<file path="src/rtl/telem_pkt_parser.sv">
// Telemetry frame parser: AA 55 + three 12-bit fields (hi/lo byte pairs) from a UART byte stream.
// Define TELEM_CHKSUM_EN to require a trailing inverted-sum checksum byte after the payload.
module telem_pkt_parser #(
   parameter int TIMEOUT_CYC = 100000
) (
   input  logic        clk,
   input  logic        rst_n,
   input  logic        rx_rdy,
   input  logic [7:0]  rx_data,
   output logic        clr_rdy,
   output logic        pkt_vld,
   output logic [11:0] batt,
   output logic [11:0] curr,
   output logic [11:0] torque,
   output logic        pkt_err,
   output logic [15:0] pkt_cnt,
   output logic [1:0]  state_dbg
);

`ifdef TELEM_CHKSUM_EN
   typedef enum logic [1:0] {IDLE, HDR2, PAYLD, CHK} state_t;
`else
   typedef enum logic [1:0] {IDLE, HDR2, PAYLD} state_t;
`endif

   localparam int TW = (TIMEOUT_CYC > 1) ? $clog2(TIMEOUT_CYC) : 1;
   localparam logic [TW-1:0] TMO_LAST = TW'(TIMEOUT_CYC - 1);

   // Handshake: a byte is taken on every edge where rx_rdy=1; clr_rdy mirrors rx_rdy so the
   // receiver drops the byte immediately and nothing is ever consumed twice.
   assign clr_rdy = rx_rdy;

   state_t        state_q, state_d;
   logic [2:0]    idx_q, idx_d;
   logic [TW-1:0] tmo_q, tmo_d;
   logic [11:0]   sh_batt_q, sh_batt_d, sh_curr_q, sh_curr_d, sh_torque_q, sh_torque_d;
   logic [11:0]   batt_q, batt_d, curr_q, curr_d, torque_q, torque_d;
   logic          pkt_vld_q, pkt_vld_d, pkt_err_q, pkt_err_d;
   logic [15:0]   pkt_cnt_q, pkt_cnt_d;
   logic          good;
`ifdef TELEM_CHKSUM_EN
   logic [7:0]    sum_q, sum_d;
`endif

   always_comb begin
      state_d     = state_q;
      idx_d       = idx_q;
      tmo_d       = tmo_q;
      sh_batt_d   = sh_batt_q;
      sh_curr_d   = sh_curr_q;
      sh_torque_d = sh_torque_q;
      batt_d      = batt_q;
      curr_d      = curr_q;
      torque_d    = torque_q;
      pkt_vld_d   = 1'b0;
      pkt_err_d   = 1'b0;
      pkt_cnt_d   = pkt_cnt_q;
      good        = 1'b0;
`ifdef TELEM_CHKSUM_EN
      sum_d       = sum_q;
`endif
      if (rx_rdy) begin
         tmo_d = '0;
         case (state_q)
            IDLE: if (rx_data == 8'hAA) state_d = HDR2;
            HDR2: begin
               if (rx_data == 8'h55) begin
                  state_d = PAYLD;
                  idx_d   = 3'd0;
`ifdef TELEM_CHKSUM_EN
                  sum_d   = 8'h00;
`endif
               end else if (rx_data != 8'hAA) begin
                  state_d = IDLE;
               end
            end
            PAYLD: begin
               // Even indices are hi bytes; only their low nibble is meaningful.
               if (!idx_q[0] && (rx_data[7:4] != 4'h0)) begin
                  pkt_err_d   = 1'b1;
                  state_d     = IDLE;
                  sh_batt_d   = '0;
                  sh_curr_d   = '0;
                  sh_torque_d = '0;
               end else begin
                  case (idx_q)
                     3'd0:    sh_batt_d[11:8]   = rx_data[3:0];
                     3'd1:    sh_batt_d[7:0]    = rx_data;
                     3'd2:    sh_curr_d[11:8]   = rx_data[3:0];
                     3'd3:    sh_curr_d[7:0]    = rx_data;
                     3'd4:    sh_torque_d[11:8] = rx_data[3:0];
                     default: sh_torque_d[7:0]  = rx_data;
                  endcase
`ifdef TELEM_CHKSUM_EN
                  sum_d = sum_q + rx_data;
                  if (idx_q == 3'd5) state_d = CHK;
                  else               idx_d   = idx_q + 3'd1;
`else
                  if (idx_q == 3'd5) good  = 1'b1;
                  else               idx_d = idx_q + 3'd1;
`endif
               end
            end
`ifdef TELEM_CHKSUM_EN
            CHK: begin
               state_d = IDLE;
               if (rx_data == ~sum_q) good      = 1'b1;
               else                   pkt_err_d = 1'b1;
            end
`endif
            default: state_d = IDLE;
         endcase
      end else if (state_q != IDLE) begin
         // A waiting byte always beats the timeout since this branch only runs without rx_rdy.
         if (tmo_q == TMO_LAST) begin
            state_d     = IDLE;
            pkt_err_d   = 1'b1;
            tmo_d       = '0;
            sh_batt_d   = '0;
            sh_curr_d   = '0;
            sh_torque_d = '0;
         end else begin
            tmo_d = tmo_q + TW'(1);
         end
      end
      // pkt_cnt updates on the same edge pkt_vld rises, so it is current while pkt_vld is high.
      if (good) begin
         state_d   = IDLE;
         batt_d    = sh_batt_d;
         curr_d    = sh_curr_d;
         torque_d  = sh_torque_d;
         pkt_vld_d = 1'b1;
         if (pkt_cnt_q != 16'hFFFF) pkt_cnt_d = pkt_cnt_q + 16'd1;
      end
   end

   always_ff @(posedge clk) begin
      if (!rst_n) begin
         state_q     <= IDLE;
         idx_q       <= '0;
         tmo_q       <= '0;
         sh_batt_q   <= '0;
         sh_curr_q   <= '0;
         sh_torque_q <= '0;
         batt_q      <= '0;
         curr_q      <= '0;
         torque_q    <= '0;
         pkt_vld_q   <= 1'b0;
         pkt_err_q   <= 1'b0;
         pkt_cnt_q   <= '0;
`ifdef TELEM_CHKSUM_EN
         sum_q       <= '0;
`endif
      end else begin
         state_q     <= state_d;
         idx_q       <= idx_d;
         tmo_q       <= tmo_d;
         sh_batt_q   <= sh_batt_d;
         sh_curr_q   <= sh_curr_d;
         sh_torque_q <= sh_torque_d;
         batt_q      <= batt_d;
         curr_q      <= curr_d;
         torque_q    <= torque_d;
         pkt_vld_q   <= pkt_vld_d;
         pkt_err_q   <= pkt_err_d;
         pkt_cnt_q   <= pkt_cnt_d;
`ifdef TELEM_CHKSUM_EN
         sum_q       <= sum_d;
`endif
      end
   end

   assign pkt_vld   = pkt_vld_q;
   assign pkt_err   = pkt_err_q;
   assign batt      = batt_q;
   assign curr      = curr_q;
   assign torque    = torque_q;
   assign pkt_cnt   = pkt_cnt_q;
   assign state_dbg = state_q;

endmodule

</file>
<file path="config.mk">
export PLATFORM = sky130hd
export DESIGN_NAME = telem_pkt_parser
export DESIGN_NICKNAME = d
export VERILOG_FILES = /design/src/rtl/telem_pkt_parser.sv
export SDC_FILE = /design/constraint.sdc
export NUM_CORES = 1
export LEC_CHECK = 0
export CAP_MARGIN = 0
export CORE_MARGIN = 3
export CORE_UTILIZATION = 51
export DETAILED_ROUTE_END_ITERATION = 16
export PLACE_DENSITY = 0.78
export SYNTH_ARGS = -nofsm -noshare
export SYNTH_HDL_FRONTEND = slang
export SYNTH_SLANG_ARGS = --single-unit
</file>
<file path="constraint.sdc">
create_clock -name clk -period 2.64 [get_ports clk]
set_input_delay 0.396 -clock clk [delete_from_list [all_inputs] [get_ports clk]]
set_output_delay 0.396 -clock clk [all_outputs]
set_load 0.005 [all_outputs]
</file>
==> results.py <==
metrics = {
    "outcome": {
        "outcome": "completed",
    },
    "critical_path": {
        "cp-end-kind": "flip-flop",
        "cp_max_fo": 16,
        "crit_type": "flip-flop to flip-flop",
        "slowest_stage": "nand2_1",
        "critical_path.max_stage_delay_ns": 0.43,
        "crit_arrival_ns": 2.51,
        "worstSetupStartpointType": "flip-flop",
        "required_ns": 2.89,
        "crit_family": "simple AND/OR/NAND/NOR gates",
        "path_cells": "ha_1, nor4bb_1, nand4_1, o21ba_2, nand2_1, nor2_1",
        "cp_num_buf_inv": 0,
    },
    "timing": {
        "setup_tns_ns": 0,
        "setup_viol": 0,
        "layout_min_cycle_time_ns": 2.26,
        "timing.fmax_mhz": 442,
        "whs_ns": 0.461,
        "skew_ns": 0.0187,
        "slew_headroom_pct": 48.6,
        "worstMarginPinSlew_ns": 0.761,
        "finalCritPeriodShare_pct": 85.7,
        "final-max-slew-violation-count": 0,
        "hold_viol_final": 0,
        "rsz0062_at_grt": "false",
    },
    "global_routing": {
        "grt_use_total_pct": 21.3,
        "grt_overflow": 0,
        "grt_pass1_vias": 3943,
        "antenna_found_initial": 0,
        "grt_pass1_wl_mm": 19.3,
        "grt_max_degree": 61,
    },
    "placement": {
        "dpl.hpwl_mm": 7.97,
        "io_buffers": 67,
        "globalplace.congestion": 0.861,
        "place_area_um2": 5720,
    },
    "flow_run": {
        "max-cap-violations": 0,
    },
    "floorplanning": {
        "num_rows": 35,
        "io_pins": 68,
        "die_w_um": 104,
        "dieArea_um2": 10800,
        "start_util_pct": 52.6,
        "die_h_um": 104,
        "placeableCoreArea_um2": 9280,
    },
    "cts": {
        "clkSinkCount": 112,
        "clock_latency_ns": 0.38,
        "clk_pin_slew_ns": 0.10,
        "htree_levels": 3,
        "root_buffer": "clkbuf_8",
        "cts_resized": 0,
        "post_cts_buffers": 0,
        "cts_tree": "done",
        "holdBufCountCts": 0,
        "cts_made_buffers": 9,
        "cts_max_path_buffers": 2,
    },
    "logic_synthesis": {
        "ys_seq_elements": 112,
        "netlist_area_um2": 4880,
        "synthTopCellsByCount": "dfxtp_1, nor2_1, nand2_1, a22o_1, mux2i_1",
        "synth.distinct_cells": 57,
        "ys_seq_area_share_pct": 45.9,
        "synth_async_sr_flop_share_pct": 0,
        "yosys.area.top_type": "dfxtp_1",
        "synth_edf_count": 0,
        "synth_nets": 541,
        "yosysWarningCount": 0,
        "yosys.area.top_type_share_pct": 45.9,
        "synth.area.top_cells": "dfxtp_1, mux2i_1, a22o_1",
        "synth.most_common_cell": "dfxtp_1",
        "syn-mean-instance-area_um2": 9.33,
        "synth_ff_type": "dfxtp_1",
        "synth_cells": 523,
    },
    "routing": {
        "num_vias": 4068,
        "wl_mm": 11.2,
        "wl_per_cell_um": 15.5,
        "drc": 0,
        "ant_nets": 0,
        "drt_pass1_iterations": 5,
        "drt-initial-drc-count": 265,
        "viasPerCell": 5.65,
    },
    "power_and_ir_drop": {
        "p_leak_nw": 2.00,
        "peakVddDrop_uv": 323,
        "p_per_area_nw_per_um2": 472,
    },
    "cells_and_area": {
        "syn_to_final_growth_pct": 21.0,
        "seq_area_um2": 2240,
        "final_cell_area_um2": 5910,
        "multiInputGateArea_um2": 2430,
        "fin_nets": 604,
        "drive_above_1_share_pct": 8.63,
        "num_antenna_cells": 0,
        "nFillCells": 789,
        "postLayoutCoreUtil_pct": 63.6,
    },
    "min_path": {
        "hold_path.class": "flip-flop to flip-flop",
    },
}
-- kinds of logic after synthesis --
logic type               synth area share (%)
AO/OA/AOI/OAI                            16.7
XOR/XNOR                                 4.67
adder cells (fa/ha/maj)                  1.79
buffers and inverters                    4.33
flip-flops                               45.9
multiplexers                             5.95
AND/OR/NAND/NOR                          20.6
-- sequential cells by signal, summed over array words and instances (netlist names) --
signal	count
sh_batt_q	12
pkt_cnt	16
torque	12
tmo_q	17
sh_torque_q	12
idx_q	3
batt	12
curr	12
pkt_vld	1
sh_curr_q	12
state_dbg	2
pkt_err	1
-- metal layers --
layer	track usage [%]	wire [µm]	part of all wire, %
met1	29.6	5280	47
met2	33.8	5210	47
met3	2.99	462	4.1
met4	7.88	216	1.9
met5	0	0	0
-- through the flow --
step	power (W)	setup WS (ns)	std cells
finish	0.00279	0.379	720
global placement	0.00184	0.161	704
floorplan	0.00178	0.575	523
CTS	0.00281	0.371	720
global route	0.00289	0.171	720
detailed placement	0.00184	0.0883	704
-- power breakdown --
| group | leakage (nW) | switching, W | internal, W |
|---|---|---|---|
| Sequential | 0.902 | 0.0000000926 | 0.00169 |
| Combinational | 1.01 | 0.0000703 | 0.0000400 |
| Clock | 0.0957 | 0.000621 | 0.000370 |
| Total | 2.00 | 0.000691 | 0.00210 |
-- worst paths after layout --
check,startpoint,end,slack [ns],depth (start not counted)
max,tmo_q[0]$_SDFFE_PP0N_,tmo_q[0]$_SDFFE_PP0N_,0.38,6
min,torque[11]$_SDFFE_PN0P_,torque[11]$_SDFFE_PN0P_,0.46,2
max reg2reg,tmo_q[0]$_SDFFE_PP0N_,tmo_q[0]$_SDFFE_PP0N_,0.38,6
min reg2reg,torque[11]$_SDFFE_PN0P_,torque[11]$_SDFFE_PN0P_,0.46,2
-- placed cells by master (no fill, tap or decap), types with 5 or more instances in the layout --
| cell | instances |
|---|---|
| a211oi_1 | 26 |
| a21oi_1 | 26 |
| xor2_1 | 13 |
| inv_1 | 10 |
| dfxtp_1 | 112 |
| o21ai_0 | 5 |
| ha_1 | 7 |
| nand2_1 | 46 |
| mux2i_1 | 29 |
| a22o_1 | 30 |
| nand4_1 | 8 |
| xnor2_1 | 13 |
| buf_4 | 21 |
| clkdlybuf4s50_1 | 67 |
| nor2_1 | 68 |
| clkbuf_8 | 9 |
| nor3_1 | 7 |
| nand3_1 | 14 |
| and4_1 | 6 |
-- area by class of cell --
cell class	count	share of cell area (%)
timing repair buffer	89	14.4
clock buffer	10	2.16
tap	129	2.73
sequential	112	38.0
inverter	11	0.699
clock inverter	6	0.975
multi-input combinational	363	41.1
-- worst reg2reg max path: stages, from the launching register on --
cell and delay, ns:
dfxtp_1 0.39, ha_1 0.21, nor4bb_1 0.29, nand4_1 0.33
o21ba_2 0.38, nand2_1 0.43, nor2_1 0.11
(Power assumes the default switching activity.)
